`src/rtl/psum_accumulator.sv`:
```
// Lane-wise saturating accumulator for PE-mesh partial-sum rows. Rows are summed
// into an E-entry buffer over a configured number of passes, then drained in order.
module psum_accumulator #(
    parameter int depth = 2,
    parameter int D     = 1 << depth,
    parameter int W     = 16,
    parameter int L     = 3,
    parameter int E     = 1 << L
) (
    input  logic           CLK,
    input  logic           RST,
    input  logic           start,
    input  logic [7:0]     cfgPasses,
    input  logic [L:0]     cfgLen,
    input  logic [W*D-1:0] psIn,
    input  logic           psValid,
    output logic           psReady,
    output logic [W*D-1:0] outData,
    output logic           outValid,
    input  logic           outReady,
    output logic           busy,
    output logic           done
);

    typedef enum logic [1:0] {
        S_IDLE  = 2'd0,
        S_ACCUM = 2'd1,
        S_DRAIN = 2'd2
    } state_t;

    state_t         state_q;
    logic [L-1:0]   rp_q;
    logic [7:0]     pc_q;
    logic [7:0]     passes_q;
    logic [L:0]     len_q;
    logic [W*D-1:0] out_data_q;
    logic           out_valid_q;
    logic           done_q;

    // Reset-less row storage: the first pass of every job overwrites what it uses.
    logic [W*D-1:0] acc_q [E];

    logic [7:0]     cfg_passes_n;
    logic [L:0]     cfg_len_n;
    logic [W*D-1:0] rd_row;
    logic [W*D-1:0] wr_row;
    logic           ps_accept;
    logic           out_fire;
    logic           last_row;
    logic           last_pass;

    function automatic logic [W-1:0] sat_add(input logic [W-1:0] a, input logic [W-1:0] b);
        logic [W:0] s;
        s = {a[W-1], a} + {b[W-1], b};
        if (s[W] != s[W-1]) begin
            sat_add = s[W] ? {1'b1, {(W-1){1'b0}}} : {1'b0, {(W-1){1'b1}}};
        end else begin
            sat_add = s[W-1:0];
        end
    endfunction

    always_comb begin
        cfg_passes_n = (cfgPasses == 8'd0) ? 8'd1 : cfgPasses;
        cfg_len_n    = ((cfgLen == '0) || (cfgLen > (L+1)'(E))) ? (L+1)'(E) : cfgLen;
    end

    assign psReady   = (state_q == S_ACCUM);
    assign busy      = (state_q != S_IDLE);
    assign outData   = out_data_q;
    assign outValid  = out_valid_q;
    assign done      = done_q;

    assign ps_accept = psValid && psReady;
    assign out_fire  = out_valid_q && outReady;
    // len_q == E truncates to zero, so the subtraction wraps to E-1 as intended.
    assign last_row  = (rp_q == L'(len_q - 1'b1));
    assign last_pass = (pc_q == (passes_q - 8'd1));
    assign rd_row    = acc_q[rp_q];

    always_comb begin
        wr_row = '0;
        for (int i = 0; i < D; i++) begin
            if (pc_q == 8'd0) begin
                wr_row[i*W +: W] = psIn[i*W +: W];
            end else begin
                wr_row[i*W +: W] = sat_add(rd_row[i*W +: W], psIn[i*W +: W]);
            end
        end
    end

    always_ff @(posedge CLK) begin
        if (ps_accept) begin
            acc_q[rp_q] <= wr_row;
        end
    end

    always_ff @(posedge CLK) begin
        if (RST) begin
            state_q     <= S_IDLE;
            rp_q        <= '0;
            pc_q        <= 8'd0;
            passes_q    <= 8'd1;
            len_q       <= (L+1)'(E);
            out_data_q  <= '0;
            out_valid_q <= 1'b0;
            done_q      <= 1'b0;
        end else begin
            done_q <= 1'b0;
            case (state_q)
                S_IDLE: begin
                    if (start) begin
                        state_q  <= S_ACCUM;
                        rp_q     <= '0;
                        pc_q     <= 8'd0;
                        passes_q <= cfg_passes_n;
                        len_q    <= cfg_len_n;
                    end
                end
                S_ACCUM: begin
                    if (ps_accept) begin
                        if (last_row) begin
                            rp_q <= '0;
                            pc_q <= pc_q + 8'd1;
                            if (last_pass) begin
                                state_q     <= S_DRAIN;
                                out_valid_q <= 1'b1;
                                // Row 0 may be the row being written right now (len=1).
                                out_data_q  <= (rp_q == '0) ? wr_row : acc_q[0];
                            end
                        end else begin
                            rp_q <= rp_q + 1'b1;
                        end
                    end
                end
                S_DRAIN: begin
                    if (out_fire) begin
                        if (last_row) begin
                            state_q     <= S_IDLE;
                            rp_q        <= '0;
                            out_valid_q <= 1'b0;
                            done_q      <= 1'b1;
                        end else begin
                            rp_q       <= rp_q + 1'b1;
                            out_data_q <= acc_q[rp_q + 1'b1];
                        end
                    end
                end
                default: begin
                    state_q     <= S_IDLE;
                    out_valid_q <= 1'b0;
                end
            endcase
        end
    end

endmodule
```
`config.mk`:
```
export PLATFORM = sky130hd
export DESIGN_NAME = psum_accumulator
export DESIGN_NICKNAME = d
export VERILOG_FILES = /design/src/rtl/psum_accumulator.sv
export SDC_FILE = /design/constraint.sdc
export NUM_CORES = 1
export LEC_CHECK = 0
export CAP_MARGIN = 20
export CORE_ASPECT_RATIO = 1.1
export CORE_MARGIN = 2
export CORE_UTILIZATION = 58
export CTS_CLUSTER_DIAMETER = 120
export DETAILED_ROUTE_END_ITERATION = 10
export DONT_BUFFER_PORTS = 1
export PLACE_DENSITY = 0.76
export SETUP_SLACK_MARGIN = 0.1
export SYNTH_ARGS = -nofsm -noshare
export SYNTH_HDL_FRONTEND = slang
export SYNTH_SLANG_ARGS = --single-unit
```
`constraint.sdc`:
```
create_clock -name CLK -period 6.4 [get_ports CLK]
set_input_delay 0.96 -clock CLK [delete_from_list [all_inputs] [get_ports CLK]]
set_output_delay 0.96 -clock CLK [all_outputs]
set_load 0.01 [all_outputs]
```
; Yosys cells after proc, flatten, opt, wreduce, memory -nomap -nowiden
; Memory sizes are Yosys's and may differ from the RTL's. A register that Yosys moved wholly into a read port is not among the register bits.
; Cells that the tools add are included.
[totals]
ff_bits = 90
input_bits = 81
memories = 1
elab_cells = 103
output_inout_bits = 68
mem_bits_rw = 512
[mem_list]
columns = name, words, word_bits, read_ports, rd_clocked_by_memory_dff, write_ports, line_no
row1 = acc_q, 8, 64, 3, 1, 1, 41  ; logic [W*D-1:0] acc_q [E];
[classes]
n_lt_le_gt_ge = 1
n_reduce_logical = 19
bitwise = 3
n_mux = 48
eq_ne = 15
addsub = 8
[op_table]
columns = operator, count
row1 = 2-to-1 mux 64 bit, 6
row2 = 2-to-1 mux 16 bit, 12
row3 = one-hot mux 64 bit (2 select lines), 1
row4 = adder 16 x 16 -> 17 bit, 4
row5 = 2-to-1 mux 8 bit, 4
row6 = 2-to-1 mux 3 bit, 7
row7 = AND reduction 6 bit, 3
row8 = logical NOT 8 bit, 2
row9 = one-hot mux 8 bit (2 select lines), 1
row10 = 2-to-1 mux 2 bit, 6
row11 = one-hot mux 3 bit (3 select lines), 1
row12 = adder 8 x 1 -> 8 bit (second input constant), 1
row13 = equality test 8 bit, 1
row14 = 2-to-1 mux 1 bit, 8
row15 = inequality test 2 bit (second input constant), 4
row16 = AND reduction 4 bit, 2
row17 = subtractor 8 x 1 -> 8 bit (second input constant), 1
row18 = inequality test 2 x 1 -> 1 bit (second input constant), 3
row19 = one-hot mux 2 bit (3 select lines), 1
row20 = nonzero test 2 bit, 3
row21 = > comparator 4 bit (second input constant), 1
row22 = logical NOT 4 bit, 1
row23 = inequality test 1 bit, 4
row24 = adder 3 x 1 -> 3 bit (second input constant), 1
row25 = other kinds (13), 16

; Logic depth before layout (Yosys ltp)
; Gate-level depths: netlist (run 1).
[logic_depth]
ltp_word = 9
depth_mapped = 22
ltp_nobuf = 20

; Least setup slack after synthesis (run 1)
; Ideal clock, no wire load.
[synth_path]
path_type = register -> register
from = register rp_q[0]
to = memory acc_q[6][0] (netlist name) (enable)
arrival_time_ns = 5.610
required_time_ns = 5.835
path_stages_with_launch = 6
path_buffers = 4
slack_ns = 0.225
period_less_slack_ns = 6.175
cell_sequence = dfxtp_1 buf_4 buf_1 clkbuf_1 clkbuf_1 nor3_1
[synth_lines]
columns = element, line_no
row1 = start: declaration, 32  ; logic [L-1:0] rp_q;
row2 = start signal: assignment, 131  ; rp_q <= rp_q + 1'b1;
row3 = start signal: assignment, 143  ; rp_q <= rp_q + 1'b1;
row4 = end: declaration, 41
; Straight into the memory's write port.

==> results of run 1 <==
[where the power goes]
| group | switching, µW | leakage (µW) | internal (µW) |
|---|---|---|---|
| combinational | 2960 | 0.00514 | 2110 |
| sequential | 379 | 0.00537 | 4570 |
| clock | 1570 | 0.00101 | 2230 |
[registers in the layout, summed over array words and instances, names as in the netlist, named ones only]
register and flops:
acc_q 512, done 1, len_q 3, outData 64, outValid 1, passes_q 8
pc_q 8, rp_q 3, state_q 2
[metrics by stage]
stage | utilization, % | instances | area, µm² | power, µW
6_report | 64.36 | 3142 | 35370 | 13820
5_1_grt | 64.36 | 3142 | 35370 | 14410
4_1_cts | 64.36 | 3142 | 35370 | 13770
3_5_place_dp | 60.53 | 3026 | 33260 | 9976
3_3_place_gp | 60.53 | 3026 | 33260 | 9857
2_1_floorplan | - | 2389 | 32310 | 8653
[routing by layer]
metal  share of wire [%]  track usage [%]  up-vias
met5               0.018                0        -
met1                  36            40.07    11180
met4                 4.9            14.62        2
met2                  48            51.48     1497
met3                  12            8.601      316
li1                    -                -     9368
[worst max-delay path: cells and delay by family, from the launching register on]
family | cells | cell delay, ns
AND/OR/NAND/NOR | 5 | 1.43
flip-flops | 1 | 0.46
buffers and inverters | 2 | 0.38
XOR/XNOR | 1 | 0.16
multiplexers | 2 | 0.77
AO/OA/AOI/OAI | 7 | 1.63
adder cells (fa/ha/maj) | 2 | 0.97
[final timing paths]
kind	start	end
worst max-delay path	register	outData[12]$_SDFFE_PP0P_
worst min-delay path	RST	outData[19]$_SDFFE_PP0P_
worst max register to register	register	outData[12]$_SDFFE_PP0P_
worst min register to register	len_q[1]$_SDFFE_PP0P_	len_q[1]$_SDFFE_PP0P_
[final cells by class]
class / instances / area [µm²] / area share [%]
clock buffer: 80 / 1618 / 4.574
clock inverter: 36 / 491.7 / 1.390
timing repair buffer: 64 / 543.0 / 1.535
inverter: 47 / 176.4 / 0.4988
tap: 736 / 920.9 / 2.604
sequential: 605 / 17250 / 48.77
multi-input combinational: 1574 / 14370 / 40.62
[cell families after synthesis]
kind of cell               Yosys count  share of synthesized area (%)
buffers and inverters              210                          2.571
xor gates and xnor gates            65                          1.785
and+or+nand+nor                    591                          8.004
adders and majority gates           93                          3.632
DFF                                605                          53.35
muxes                              352                          21.06
AOI/OAI and AO/OA                  473                          9.604
[cell usage in the layout (no fill, tap or decap), drive strengths merged, types with 63 or more instances in the layout]
master / instances
mux4: 256
nor2: 175
ha: 81
dfxtp: 93
a31oi: 63
clkbuf: 80
buf: 64
a21oi: 137
o21ai: 72
edfxtp: 512
nand2: 250
==> flow_metrics.py, run 1 <==
metrics = {
    "drt": {
        "dr.pass1.iters": 8,
        "wl_mm": 91.07,
        "vias": 22360,
        "drtIter0Drc": 2549,
        "drc": 0,
        "ant_nets": 0,
        "wl_per_cell_um": 28.99,
        "via_per_inst": 7.117,
    },
    "sta": {
        "setup_viol": 0,
        "timing.final.crit_share_pct": 92.34,
        "fmax_ghz": 0.1692,
        "finalHoldViolations": 0,
        "period_minus_slack_ns": 5.910,
        "setup_ws_ns": 0.4899,
        "relSlewSlack_pct": 21.88,
        "rsz0062_at_grt": "false",
        "holdWs_ns": 0.3897,
        "fin_skew_ns": 0.02367,
        "drv_slew": 0,
        "setup_tns_ns": 0,
        "tightest_slew_ns": 1.161,
    },
    "synth": {
        "syn_inst": 2389,
        "syn-cell-area_um2": 32310,
        "synth_top_area_cell": "edfxtp_1",
        "synth.most_common_cell": "edfxtp_1",
        "async_reset_ff_share_pct": 0,
        "synthFlopType": "edfxtp_1",
        "ys_top_cells_by_area": "edfxtp_1 48%, mux4_2 18%, dfxtp_1 5.8%",
        "yosys.area.top_type_share_pct": 47.58,
        "netlist_top_cells_count": "512 x edfxtp_1, 256 x mux4_2, 250 x nand2_1",
        "syn_nets": 2555,
        "ys_warn_count": 0,
        "synth_edf_count": 512,
        "synth_seq_cells": 605,
        "yosysSeqAreaShare_pct": 53.35,
        "syn_area_per_cell_um2": 13.52,
        "synth_cell_types": 72,
    },
    "clock_network": {
        "cts_tree": "done",
        "hold_buffers": 0,
        "htree_levels": 2,
        "cts_buffer_depth": 3,
        "post_cts_resized": 0,
        "clock_latency_ns": 0.65,
        "clkTransAtPathRegs_ns": 0.06,
        "clkSinkCount": 605,
        "numCtsBuffers": 61,
        "postCtsSetupRepairBufs": 0,
        "cts_root_buffer": "clkbuf_16",
    },
    "flow_run": {
        "drv_cap": 0,
    },
    "worst_setup_path": {
        "crit_slowest_cell": "nor4_1",
        "cp-start-kind": "register",
        "cp.arrival_ns": 6.47,
        "worstPathMaxFanout": 19,
        "worstPathRequired_ns": 6.96,
        "crit_type": "register to register",
        "reg2reg_slack_ns": 0.49,
        "critPathCaptureType": "register",
        "path_cells": "buf_4 > mux4_2 > mux2i_1 > inv_1 > ha_1 > a211oi_1 > nor2_1 > o221ai_1 > a21oi_1 > o41ai_1 > nor2_1 > o21ai_0 > nand2b_1 > xor2_1 > ha_1 > nor4b_1 > nor4_1 > a21oi_1 > a211oi_1",
        "worst_path_largest_cell_delay_ns": 1.00,
        "worst-r2r-cell-count": 19,
    },
    "final_layout": {
        "nets": 2519,
        "diodes": 0,
        "area_growth_pct": 9.468,
        "n_fill_cell": 3940,
        "layout-drive-gt1-share_pct": 21.32,
    },
    "place": {
        "place_congestion": 0.9470,
        "dp_slack_ns": 0.6017,
        "io_buffers": 0,
        "hpwl_mm": 54.87,
    },
    "power": {
        "p_per_area_nw_per_um2": 390.7,
        "p_leak_uw": 0.01153,
        "peakVddDrop_mv": 0.3724,
    },
    "die": {
        "num_rows": 90,
        "dieArea_um2": 57610,
        "die_x_um": 229.0,
        "start_util_pct": 58.80,
        "pin_count": 149,
        "chipHeight_um": 251.5,
        "core-area_um2": 54950,
    },
    "global_routing": {
        "grt_max_degree": 93,
        "grt_pass1_wl_mm": 137.6,
        "antenna_found_initial": 1,
        "grt_overflow": 0,
        "grt_usage_pct": 31.70,
        "grt_pass1_vias": 22640,
    },
    "run_status": {
        "outcome": "completed",
    },
    "worst_hold_path": {
        "hp-class": "input port to register",
        "whs_path_depth": 1,
    },
}
Note: power is estimated with default switching activity, not from simulation.
==> run 2: changes to the inputs <==
==> constraint.sdc (replaced) <==
create_clock -name CLK -period 6.4 [get_ports CLK]
set_input_delay 1.28 -clock CLK [delete_from_list [all_inputs] [get_ports CLK]]
set_output_delay 1.28 -clock CLK [all_outputs]
set_load 0.01 [all_outputs]
==> run 2 against run 1 <==
Largest power group unchanged. First-iteration DRC count increased by 3.8%. Wire length decreased by 0.67%. Non-clock buffer count increased by 3. Sequential cell count unchanged. Critical path depth increased by 2. Combinational power about the same. Worst hold slack improved by 0.071 ns. Sequential share of layout area about the same.
==> flow_metrics.py, run 2 (synthesis gave the netlist of run 1 again) <==
metrics = {
    "die": {
        "chipHeight_um": 251.5,
        "pin_count": 149,
        "dieArea_um2": 57610,
        "num_rows": 90,
        "core-area_um2": 54950,
        "die_x_um": 229.0,
        "start_util_pct": 58.80,
    },
    "clock_network": {
        "cts_root_buffer": "clkbuf_16",
        "numCtsBuffers": 61,
        "clkSinkCount": 605,
        "htree_levels": 2,
        "clock_latency_ns": 0.65,
        "cts_tree": "done",
        "clkTransAtPathRegs_ns": 0.06,
        "postCtsSetupRepairBufs": 0,
        "cts_buffer_depth": 3,
        "hold_buffers": 0,
    },
    "worst_setup_path": {
        "worstPathMaxFanout": 27,
        "cp_top_family": "compound AO/OA/AOI/OAI gates",
        "crit_type": "register to register",
        "worst_path_largest_cell_delay_ns": 0.60,
        "worstPathRequired_ns": 6.99,
        "crit_slowest_cell": "a31oi_1",
        "cp.arrival_ns": 6.44,
        "critPathCaptureType": "register",
        "crit_buf_inv": 3,
        "cp-start-kind": "register",
        "path_cells": "buf_12 > buf_12 > mux4_2 > mux2_2 > ha_1 > a21o_1 > a21o_1 > a2111oi_0 > o21ai_0 > a31oi_1 > o21bai_1 > xor2_1 > ha_1 > and3_1 > and3_1 > nor2_1 > buf_4 > a31oi_1 > nand2_1 > nand2_1 > a32o_1",
    },
    "sta": {
        "rsz0062_at_grt": "true",
        "setup_viol": 0,
        "setup_ws_ns": 0.5512,
        "fmax_ghz": 0.1710,
        "drv_slew": 0,
        "tightest_slew_ns": 1.080,
        "period_minus_slack_ns": 5.849,
        "setup_tns_ns": 0,
        "timing.final.crit_share_pct": 91.39,
        "relSlewSlack_pct": 27.75,
        "finalHoldViolations": 0,
        "fin_skew_ns": 0.03101,
    },
    "final_layout": {
        "fin_util_pct": 64.36,
        "final_cell_mix": "512 x edfxtp_1, 256 x mux4_2, 249 x nand2_1",
        "layout-drive-gt1-share_pct": 21.42,
        "register_area_um2": 17250,
        "largest_reg_flops": 512,
        "n_fill_cell": 3910,
        "diodes": 0,
        "final_common_cell": "edfxtp_1",
        "multi_input_area_um2": 14390,
        "postLayoutCellArea_um2": 35370,
        "nets": 2522,
        "area_growth_pct": 9.460,
        "largest-register": "acc_q",
    },
    "global_routing": {
        "antenna_found_initial": 1,
        "grt_pass1_vias": 22670,
        "grt_overflow": 0,
        "grt_pass1_wl_mm": 137.0,
        "grt_usage_pct": 31.47,
        "grt_max_degree": 93,
    },
    "place": {
        "hpwl_mm": 55.96,
        "place_congestion": 0.9561,
        "io_buffers": 0,
        "place_area_um2": 33330,
        "dp_slack_ns": 0.5349,
    },
    "drt": {
        "vias": 22330,
        "via_per_inst": 7.099,
        "wl_per_cell_um": 28.76,
        "wl_mm": 90.46,
        "drtIter0Drc": 2645,
        "drc": 0,
        "dr.pass1.iters": 8,
        "ant_nets": 0,
    },
    "power": {
        "p_leak_uw": 0.01153,
        "power_uw": 13690,
        "peakVddDrop_mv": 0.3009,
        "p_per_area_nw_per_um2": 387.2,
    },
    "run_status": {
        "outcome": "completed",
    },
    "flow_run": {
        "drv_cap": 0,
    },
    "worst_hold_path": {
        "hp-class": "register to register",
        "hp-start": "len_q[1]$_SDFFE_PP0P_",
    },
}
==> run 2: layer usage <==
metal	vias to the layer above	track usage (%)	part of all wire (%)
met5	-	0	0.015
met3	295	8.601	12
met4	2	14.77	4.9
met2	1466	50.94	48
li1	9379	-	-
met1	11180	39.77	35
==> run 2: report_power, final <==
| group | total, µW | internal, µW | switching [µW] |
|---|---|---|---|
| clock | 3630 | 2060 | 1560 |
| sequential | 4970 | 4570 | 399 |
| combinational | 5100 | 2130 | 2970 |
| total | 13700 | 8770 | 4930 |
==> run 2: through the flow <==
stage / std cells / hold slack, ns
after floorplan: 2389 / 0.4319
after global placement: 3027 / 0.4429
after detailed placement: 3028 / 0.4445
after CTS: 3144 / 0.4534
after global routing: 3145 / 0.4745
final: 3145 / 0.4606
==> run 2: area by class of cell <==
class                      instances  area share, %
sequential                       605          48.78
multi-input combinational       1574          40.68
inverter                          47         0.4988
clock buffer                      81          4.670
timing repair buffer              67          1.741
clock inverter                    35          1.029
tap                              736          2.604
==> run 2: final timing paths <==
kind                                   end  slack [ns]  depth (start not counted)
setup / recovery  outData[21]$_SDFFE_PP0P_        0.55                         21
hold / removal       len_q[1]$_SDFFE_PP0P_        0.46                          2
setup reg to reg  outData[21]$_SDFFE_PP0P_        0.55                         21
hold reg to reg      len_q[1]$_SDFFE_PP0P_        0.46                          2
==> run 2: timing repair <==
item                                    CTS  global route
endpoints found under the setup margin    0             2
resized for setup                         0             2
hold endpoints to repair                  0             0
==> run 2: worst min-delay path: cells and delay by family (launching register included) <==
kind               cells  cell delay (ns)
DFF                    1             0.31
AOI/OAI and AO/OA      1             0.05
and+or+nand+nor        1             0.05
